## config.mk

```make
export PLATFORM = sky130hd
export DESIGN_NAME = unified_mem_arbiter_flat
export DESIGN_NICKNAME = d
export VERILOG_FILES = /design/src/rtl/unified_mem_arbiter_if.sv /design/src/rtl/unified_mem_arbiter.sv /design/src/flat_wrapper.sv
export SDC_FILE = /design/constraint.sdc
export NUM_CORES = 1
export LEC_CHECK = 0
export BUFFER_PORTS_ARGS = -buffer_cell sky130_fd_sc_hd__clkbuf_2
export CAP_MARGIN = 20
export CORE_ASPECT_RATIO = 0.5
export CORE_MARGIN = 3
export CORE_UTILIZATION = 40
export DETAILED_ROUTE_END_ITERATION = 16
export GPL_TIMING_DRIVEN = 1
export PLACE_DENSITY = 0.83
export SLEW_MARGIN = 20
export SYNTH_ARGS = -nofsm -noshare
export SYNTH_HDL_FRONTEND = slang
export SYNTH_SLANG_ARGS = --single-unit
```

## constraint.sdc

```tcl
create_clock -name clk -period 1.6 [get_ports clk]
set_input_delay 0.24 -clock clk [delete_from_list [all_inputs] [get_ports clk]]
set_output_delay 0.24 -clock clk [all_outputs]
set_load 0.1 [all_outputs]
```

## src/rtl/unified_mem_arbiter_if.sv

```systemverilog
// Bundles the fetch port, data port and memory-side signals of the unified memory arbiter.
// The slave modport is the arbiter's view; the master modport is the pipeline/memory side.
interface unified_mem_arbiter_if #(
    parameter int ADDR_WIDTH = 32,
    parameter int DATA_WIDTH = 32
);
    logic                  if_req_i;
    logic [ADDR_WIDTH-1:0] if_addr_i;
    logic [DATA_WIDTH-1:0] if_rdata_o;
    logic                  if_ack_o;
    logic                  if_stall_o;

    logic                  d_req_i;
    logic                  d_we_i;
    logic [ADDR_WIDTH-1:0] d_addr_i;
    logic [DATA_WIDTH-1:0] d_wdata_i;
    logic [DATA_WIDTH-1:0] d_rdata_o;
    logic                  d_ack_o;
    logic                  d_stall_o;

    logic                  mem_en_o;
    logic                  mem_we_o;
    logic [ADDR_WIDTH-1:0] mem_addr_o;
    logic [DATA_WIDTH-1:0] mem_wdata_o;
    logic [DATA_WIDTH-1:0] mem_rdata_i;

    modport slave (
        input  if_req_i, if_addr_i,
        input  d_req_i, d_we_i, d_addr_i, d_wdata_i,
        input  mem_rdata_i,
        output if_rdata_o, if_ack_o, if_stall_o,
        output d_rdata_o, d_ack_o, d_stall_o,
        output mem_en_o, mem_we_o, mem_addr_o, mem_wdata_o
    );

    modport master (
        output if_req_i, if_addr_i,
        output d_req_i, d_we_i, d_addr_i, d_wdata_i,
        output mem_rdata_i,
        input  if_rdata_o, if_ack_o, if_stall_o,
        input  d_rdata_o, d_ack_o, d_stall_o,
        input  mem_en_o, mem_we_o, mem_addr_o, mem_wdata_o
    );
endinterface

```

## src/rtl/unified_mem_arbiter.sv

```systemverilog
// Shares one single-port memory between instruction fetch and load/store, one access at a time.
// Data port has priority; a starvation counter forces a fetch grant after STARVE_LIMIT data grants.
module unified_mem_arbiter #(
    parameter int ADDR_WIDTH   = 32,
    parameter int DATA_WIDTH   = 32,
    parameter int MEM_LATENCY  = 1,
    parameter int STARVE_LIMIT = 4
) (
    input  logic                     clk,
    input  logic                     reset,
    unified_mem_arbiter_if.slave     bus,
    output logic                     busy_o
);
    localparam int SW = (STARVE_LIMIT > 0) ? $clog2(STARVE_LIMIT + 1) : 1;
    localparam int LW = $clog2(MEM_LATENCY + 1);
    localparam logic [SW-1:0] STARVE_MAX = SW'(STARVE_LIMIT);
    localparam logic [LW-1:0] LAT_MAX    = LW'(MEM_LATENCY);

    typedef enum logic [2:0] {
        IDLE,
        ISSUE_IF,
        ISSUE_D,
        WAIT_IF,
        WAIT_D
    } state_e;

    state_e                state_q, state_d;
    logic [SW-1:0]         starve_q, starve_d;
    logic [LW-1:0]         lat_q, lat_d;
    logic [ADDR_WIDTH-1:0] addr_q, addr_d;
    logic                  we_q, we_d;
    logic [DATA_WIDTH-1:0] wdata_q, wdata_d;
    logic [DATA_WIDTH-1:0] if_rdata_q, if_rdata_d;
    logic [DATA_WIDTH-1:0] d_rdata_q, d_rdata_d;
    logic                  if_ack_q, if_ack_d;
    logic                  d_ack_q, d_ack_d;
    logic                  if_pend, d_pend;

    // A port being acknowledged this cycle has its request treated as already complete.
    assign if_pend = bus.if_req_i & ~if_ack_q;
    assign d_pend  = bus.d_req_i & ~d_ack_q;

    always_comb begin
        state_d    = state_q;
        starve_d   = starve_q;
        lat_d      = lat_q;
        addr_d     = addr_q;
        we_d       = we_q;
        wdata_d    = wdata_q;
        if_rdata_d = if_rdata_q;
        d_rdata_d  = d_rdata_q;
        if_ack_d   = 1'b0;
        d_ack_d    = 1'b0;

        unique case (state_q)
            IDLE: begin
                if (!if_pend) begin
                    starve_d = '0;
                end
                if (if_pend && (!d_pend || starve_q == STARVE_MAX)) begin
                    state_d  = ISSUE_IF;
                    addr_d   = bus.if_addr_i;
                    we_d     = 1'b0;
                    wdata_d  = '0;
                    starve_d = '0;
                end else if (d_pend) begin
                    state_d = ISSUE_D;
                    addr_d  = bus.d_addr_i;
                    we_d    = bus.d_we_i;
                    wdata_d = bus.d_wdata_i;
                    if (if_pend && starve_q != STARVE_MAX) begin
                        starve_d = starve_q + SW'(1);
                    end
                end
            end
            ISSUE_IF: begin
                state_d = WAIT_IF;
                lat_d   = LW'(1);
            end
            ISSUE_D: begin
                state_d = WAIT_D;
                lat_d   = LW'(1);
            end
            WAIT_IF: begin
                if (lat_q == LAT_MAX) begin
                    state_d    = IDLE;
                    lat_d      = '0;
                    if_rdata_d = bus.mem_rdata_i;
                    if_ack_d   = 1'b1;
                end else begin
                    lat_d = lat_q + LW'(1);
                end
            end
            WAIT_D: begin
                if (lat_q == LAT_MAX) begin
                    state_d = IDLE;
                    lat_d   = '0;
                    if (!we_q) begin
                        d_rdata_d = bus.mem_rdata_i;
                    end
                    d_ack_d = 1'b1;
                end else begin
                    lat_d = lat_q + LW'(1);
                end
            end
            default: state_d = IDLE;
        endcase
    end

    always_ff @(posedge clk) begin
        if (reset) begin
            state_q    <= IDLE;
            starve_q   <= '0;
            lat_q      <= '0;
            addr_q     <= '0;
            we_q       <= 1'b0;
            wdata_q    <= '0;
            if_rdata_q <= '0;
            d_rdata_q  <= '0;
            if_ack_q   <= 1'b0;
            d_ack_q    <= 1'b0;
        end else begin
            state_q    <= state_d;
            starve_q   <= starve_d;
            lat_q      <= lat_d;
            addr_q     <= addr_d;
            we_q       <= we_d;
            wdata_q    <= wdata_d;
            if_rdata_q <= if_rdata_d;
            d_rdata_q  <= d_rdata_d;
            if_ack_q   <= if_ack_d;
            d_ack_q    <= d_ack_d;
        end
    end

    assign bus.mem_en_o    = (state_q == ISSUE_IF) || (state_q == ISSUE_D);
    assign bus.mem_we_o    = we_q & bus.mem_en_o;
    assign bus.mem_addr_o  = addr_q;
    assign bus.mem_wdata_o = wdata_q;
    assign bus.if_rdata_o  = if_rdata_q;
    assign bus.if_ack_o    = if_ack_q;
    assign bus.if_stall_o  = bus.if_req_i & ~if_ack_q;
    assign bus.d_rdata_o   = d_rdata_q;
    assign bus.d_ack_o     = d_ack_q;
    assign bus.d_stall_o   = bus.d_req_i & ~d_ack_q;
    assign busy_o          = (state_q != IDLE);
endmodule

```

## src/flat_wrapper.sv

```systemverilog
// flat-port wrapper written by rule: the top's interface ports become plain ports
module unified_mem_arbiter_flat 
#(
    parameter int ADDR_WIDTH   = 32,
    parameter int DATA_WIDTH   = 32,
    parameter int MEM_LATENCY  = 1,
    parameter int STARVE_LIMIT = 4
)
  (clk, reset, busy_o, bus_if_req_i, bus_if_addr_i, bus_d_req_i, bus_d_we_i, bus_d_addr_i, bus_d_wdata_i, bus_mem_rdata_i, bus_if_rdata_o, bus_if_ack_o, bus_if_stall_o, bus_d_rdata_o, bus_d_ack_o, bus_d_stall_o, bus_mem_en_o, bus_mem_we_o, bus_mem_addr_o, bus_mem_wdata_o);
  unified_mem_arbiter_if #(.ADDR_WIDTH(ADDR_WIDTH), .DATA_WIDTH(DATA_WIDTH)) bus_i ();
  input  logic clk;
  input  logic reset;
  output logic busy_o;
  input wire logic [$bits(bus_i.if_req_i)-1:0] bus_if_req_i;
  input wire logic [$bits(bus_i.if_addr_i)-1:0] bus_if_addr_i;
  input wire logic [$bits(bus_i.d_req_i)-1:0] bus_d_req_i;
  input wire logic [$bits(bus_i.d_we_i)-1:0] bus_d_we_i;
  input wire logic [$bits(bus_i.d_addr_i)-1:0] bus_d_addr_i;
  input wire logic [$bits(bus_i.d_wdata_i)-1:0] bus_d_wdata_i;
  input wire logic [$bits(bus_i.mem_rdata_i)-1:0] bus_mem_rdata_i;
  output wire logic [$bits(bus_i.if_rdata_o)-1:0] bus_if_rdata_o;
  output wire logic [$bits(bus_i.if_ack_o)-1:0] bus_if_ack_o;
  output wire logic [$bits(bus_i.if_stall_o)-1:0] bus_if_stall_o;
  output wire logic [$bits(bus_i.d_rdata_o)-1:0] bus_d_rdata_o;
  output wire logic [$bits(bus_i.d_ack_o)-1:0] bus_d_ack_o;
  output wire logic [$bits(bus_i.d_stall_o)-1:0] bus_d_stall_o;
  output wire logic [$bits(bus_i.mem_en_o)-1:0] bus_mem_en_o;
  output wire logic [$bits(bus_i.mem_we_o)-1:0] bus_mem_we_o;
  output wire logic [$bits(bus_i.mem_addr_o)-1:0] bus_mem_addr_o;
  output wire logic [$bits(bus_i.mem_wdata_o)-1:0] bus_mem_wdata_o;
  assign bus_i.if_req_i = bus_if_req_i;
  assign bus_i.if_addr_i = bus_if_addr_i;
  assign bus_i.d_req_i = bus_d_req_i;
  assign bus_i.d_we_i = bus_d_we_i;
  assign bus_i.d_addr_i = bus_d_addr_i;
  assign bus_i.d_wdata_i = bus_d_wdata_i;
  assign bus_i.mem_rdata_i = bus_mem_rdata_i;
  assign bus_if_rdata_o = bus_i.if_rdata_o;
  assign bus_if_ack_o = bus_i.if_ack_o;
  assign bus_if_stall_o = bus_i.if_stall_o;
  assign bus_d_rdata_o = bus_i.d_rdata_o;
  assign bus_d_ack_o = bus_i.d_ack_o;
  assign bus_d_stall_o = bus_i.d_stall_o;
  assign bus_mem_en_o = bus_i.mem_en_o;
  assign bus_mem_we_o = bus_i.mem_we_o;
  assign bus_mem_addr_o = bus_i.mem_addr_o;
  assign bus_mem_wdata_o = bus_i.mem_wdata_o;
  unified_mem_arbiter #(.ADDR_WIDTH(ADDR_WIDTH), .DATA_WIDTH(DATA_WIDTH), .MEM_LATENCY(MEM_LATENCY), .STARVE_LIMIT(STARVE_LIMIT)) u_core (.clk(clk), .reset(reset), .bus(bus_i), .busy_o(busy_o));
endmodule
```

==> impl_metrics.tcl <==
set metrics [dict create \
    outcome "finished with violations" \
    violations "setup timing" \
    multi_input_area_um2 2750 \
    use_met3_pct 4.19 \
    rows 29 \
    drt_pass1_iterations 6 \
    place_congestion 0.764 \
    antenna_cells 0 \
    reg2reg_depth 6 \
    grt_pass1_vias 5278 \
    max_clock_freq_mhz 590 \
    p_leak_nw 3.78 \
    coreArea_um2 12800 \
    dpl.hpwl_mm 11.2 \
    worst_setup_path_end_kind "flip-flop" \
    cp_data_required_time_ps 1860 \
    switching_share_pct 38.8 \
    grt_max_degree 62 \
    synthAdderAreaFrac_pct 0.469 \
    finalSetupViolations 74 \
    power.internal_mw 7.11 \
    grt_usage_pct 21.2 \
    overflow 0 \
    drv_cap 0 \
    synth_area_um2 5340 \
    die_h_um 87.7 \
    hold_path_class "primary input to flip-flop" \
    initial_utilization_pct 41.5 \
    rr_startpoint "u_core.state_q[2]" \
    wirelength_mm 18.7 \
    cp-start-kind "flip-flop" \
    synthSimpleGateAreaFrac_pct 19.8 \
    cts.path.max_buffers 2 \
    ys_warn_count 0 \
    setup_slack_ps -93.7 \
    combinationalPowerShare_pct 33.2 \
    drtAntennaViolNets 0 \
    hold_depth 2 \
    powerDensity_nw_per_um2 1350 \
    muxShareOfSynthArea_pct 0.188 \
    fin_crit_sh_pct 106 \
    io_buffers 267 \
    hold_start "bus_d_wdata_i[11]" \
    crit_arrival_ps 1950 \
    path_class "flip-flop to flip-flop" \
    num-fill-cells 961 \
    cts_max_level 4 \
    ys.flop_type "dfxtp_1" \
    final_net_count 1036 \
    synth_top_family_by_area "compound AO/OA/AOI/OAI gates" \
    clk_latency_ps 400 \
    worst_path_max_delay_cell "or4_4" \
    path_cells "buf_8 > nand2_4 > or4_4 > clkbuf_16 > nand2_2 > a21oi_1" \
    die_w_um 169 \
    area_delta_synth_final_pct 61.9 \
    critPathMaxFanout 8 \
    synth.distinct_cells 38 \
    antenna_found_initial 0 \
    grt.busiest_layer "met2" \
    cts_hold_buf 0 \
    ff2ff_setup_slack_ps -90 \
    synth_cells 595 \
    critPathBufInv 2 \
    crit_start "u_core.state_q[2]" \
    synth-seq-cells 138 \
    switching_power_mw 4.52 \
    dieArea_um2 14800 \
    slew_headroom_pct 39.4 \
    grt.met2_usage_pct 39.8 \
    num_vias 5646 \
    clk_pin_slew_ps 60 \
    crit_family "simple AND/OR/NAND/NOR gates" \
    drt-wirelength-per-cell_um 17.3 \
    pin_count 268 \
    synth_edf_count 0 \
    clock-sinks 138 \
    ys_seq_area_share_pct 51.8 \
    p_clk_share_pct 33.6 \
    cts_tree "done" \
    synth_xor_area_share_pct 0.164 \
    final_core_util_pct 67.3 \
    period_minus_slack_ps 1690 \
    syn_area_per_cell_um2 8.97 \
    fin_skew_ps 14.8 \
    tightest_slew_ps 908 \
    drt_iter0_drc 305 \
    grt_util_met1_pct 24.4 \
    power_frac_seq_pct 33.2 \
    cts_made_buffers 17 \
    finalMaxSlewViolations 0 \
    drc 0 \
    synth_fp_nets 730 \
    min_to "u_core.bus.mem_wdata_o[11]" \
    cts-root-buf "clkbuf_16" \
    regToRegEndpoint "u_core.bus.d_rdata_o[23]" \
    vdd_ir_drop_max_mv 0.708 \
    seqCellArea_um2 2780 \
    drive_above_1_share_pct 54.7 \
    rsz0062_at_grt "true" \
    hold_violations 0 \
    grt_pass1_wl_mm 25.7 \
    max_stage_delay_ps 610 \
    synth_async_sr_flop_share_pct 0 \
    whs_ps 43.7 \
    via_per_inst 5.21 \
    synth_compound_area_share_pct 21.7 \
    power_mw 11.6 \
]
[synth_stat cells (all sizes together) (2+ instances only)]
library cell  number  area [µm²]
and2               2        12.5
buf               31         221
a22o              33         289
nor4               3        33.8
o21ai              4        23.8
dfxtp            138        2760
a21oi             71         359
nand2            195         739
inv                5        18.8
nor3               4        31.3
ha                 2        25.0
nor2              39         149
nand2b             2        27.5
clkbuf            19        72.6
nand4              3        18.8
a311oi            33         464
[power by group through the flow]
stage | Combinational, mW | Sequential, mW | Clock, mW
floorplan | 0.965 | 5.60 | 0
global placement | 3.28 | 3.90 | 0
detailed placement | 3.32 | 3.91 | 0
global route | 4.00 | 3.88 | 4.12
finish | 3.86 | 3.86 | 3.91
CTS | 3.46 | 3.84 | 3.94
[final cells by class]
class                   instances  area share (%)
flip-flops and latches        138            32.2
clock inverters                12            1.62
repair buffers                337            26.5
clock buffers                  20            5.17
inverters                       5           0.304
well taps                     170            2.46
multi-input cells             402            31.8
[flip-flops by register name (all words and copies together) (netlist names)]
register,flops
u_core.bus.d_ack_o,1
u_core.starve_q,3
u_core.bus.if_rdata_o,32
u_core.lat_q,1
u_core.bus.mem_addr_o,32
u_core.state_q,3
u_core.we_q,1
u_core.bus.mem_wdata_o,32
u_core.bus.d_rdata_o,32
u_core.bus.if_ack_o,1
[worst max path at each step]
stage	slack [ps]	depth (start not counted)	end
final	-90	6	u_core.bus.d_rdata_o[23]
after global routing	-130	6	u_core.bus.d_rdata_o[9]
after CTS	-70	5	bus_mem_we_o
after detailed placement	-110	7	u_core.bus.mem_addr_o[9]
after global placement	-160	4	u_core.bus.mem_wdata_o[0]
after floorplan	-490	7	u_core.bus.mem_wdata_o[0]
[routing by layer]
metal | part of all wire [%] | vias up
li1 | - | 2660
met4 | 2.0 | 0
met5 | 0 | -
met3 | 4.9 | 39
met1 | 41 | 2732
met2 | 52 | 215
[layout by cell type (no fill, tap or decap), types with 3 or more instances in the layout]
cell          n
a21oi_2      30
a22o_1       33
clkinv_4      4
buf_8         5
inv_2         3
nor2_4        3
nor3_1        3
nor2_1       33
buf_6        11
dfxtp_1     131
dfxtp_4       4
nand2_1     155
dfxtp_2       3
nand4_1       3
buf_16        3
clkbuf_16    24
nor2_2        3
clkbuf_2    261
a21oi_1      40
nand2_4      32
a311oi_2     31
clkinvlp_4    5
buf_4        38
nand2_2       8
buf_12       12
[cell families (layout without fill, tap and decap cells)]
logic type	count (synthesis)	count (layout)
xor gates and xnor gates	1	1
AOI/OAI and AO/OA	144	144
muxes	1	1
buffers and inverters	55	374
adders and majority gates	2	2
and+or+nand+nor	254	254
DFF	138	138
[through the flow]
stage | std cells | instance area [µm²] | setup TNS [ps] | worst slack (ps)
after detailed placement | 1011 | 7030 | -1860 | -111
after global routing | 1084 | 8640 | -7730 | -131
after global placement | 1011 | 7030 | -5730 | -161
after CTS | 1055 | 7810 | -2070 | -72.0
after floorplan | 595 | 5410 | -32090 | -492
final | 1084 | 8640 | -3210 | -93.7
[what timing repair did]
item                                    4_1_cts  5_1_grt
pin swaps                                     3       94
endpoints found under the setup margin       59      103
gates resized for setup                      17      131
setup buffers                                10       20
cloned                                        2        9
Power figures use the tool's default switching activity.
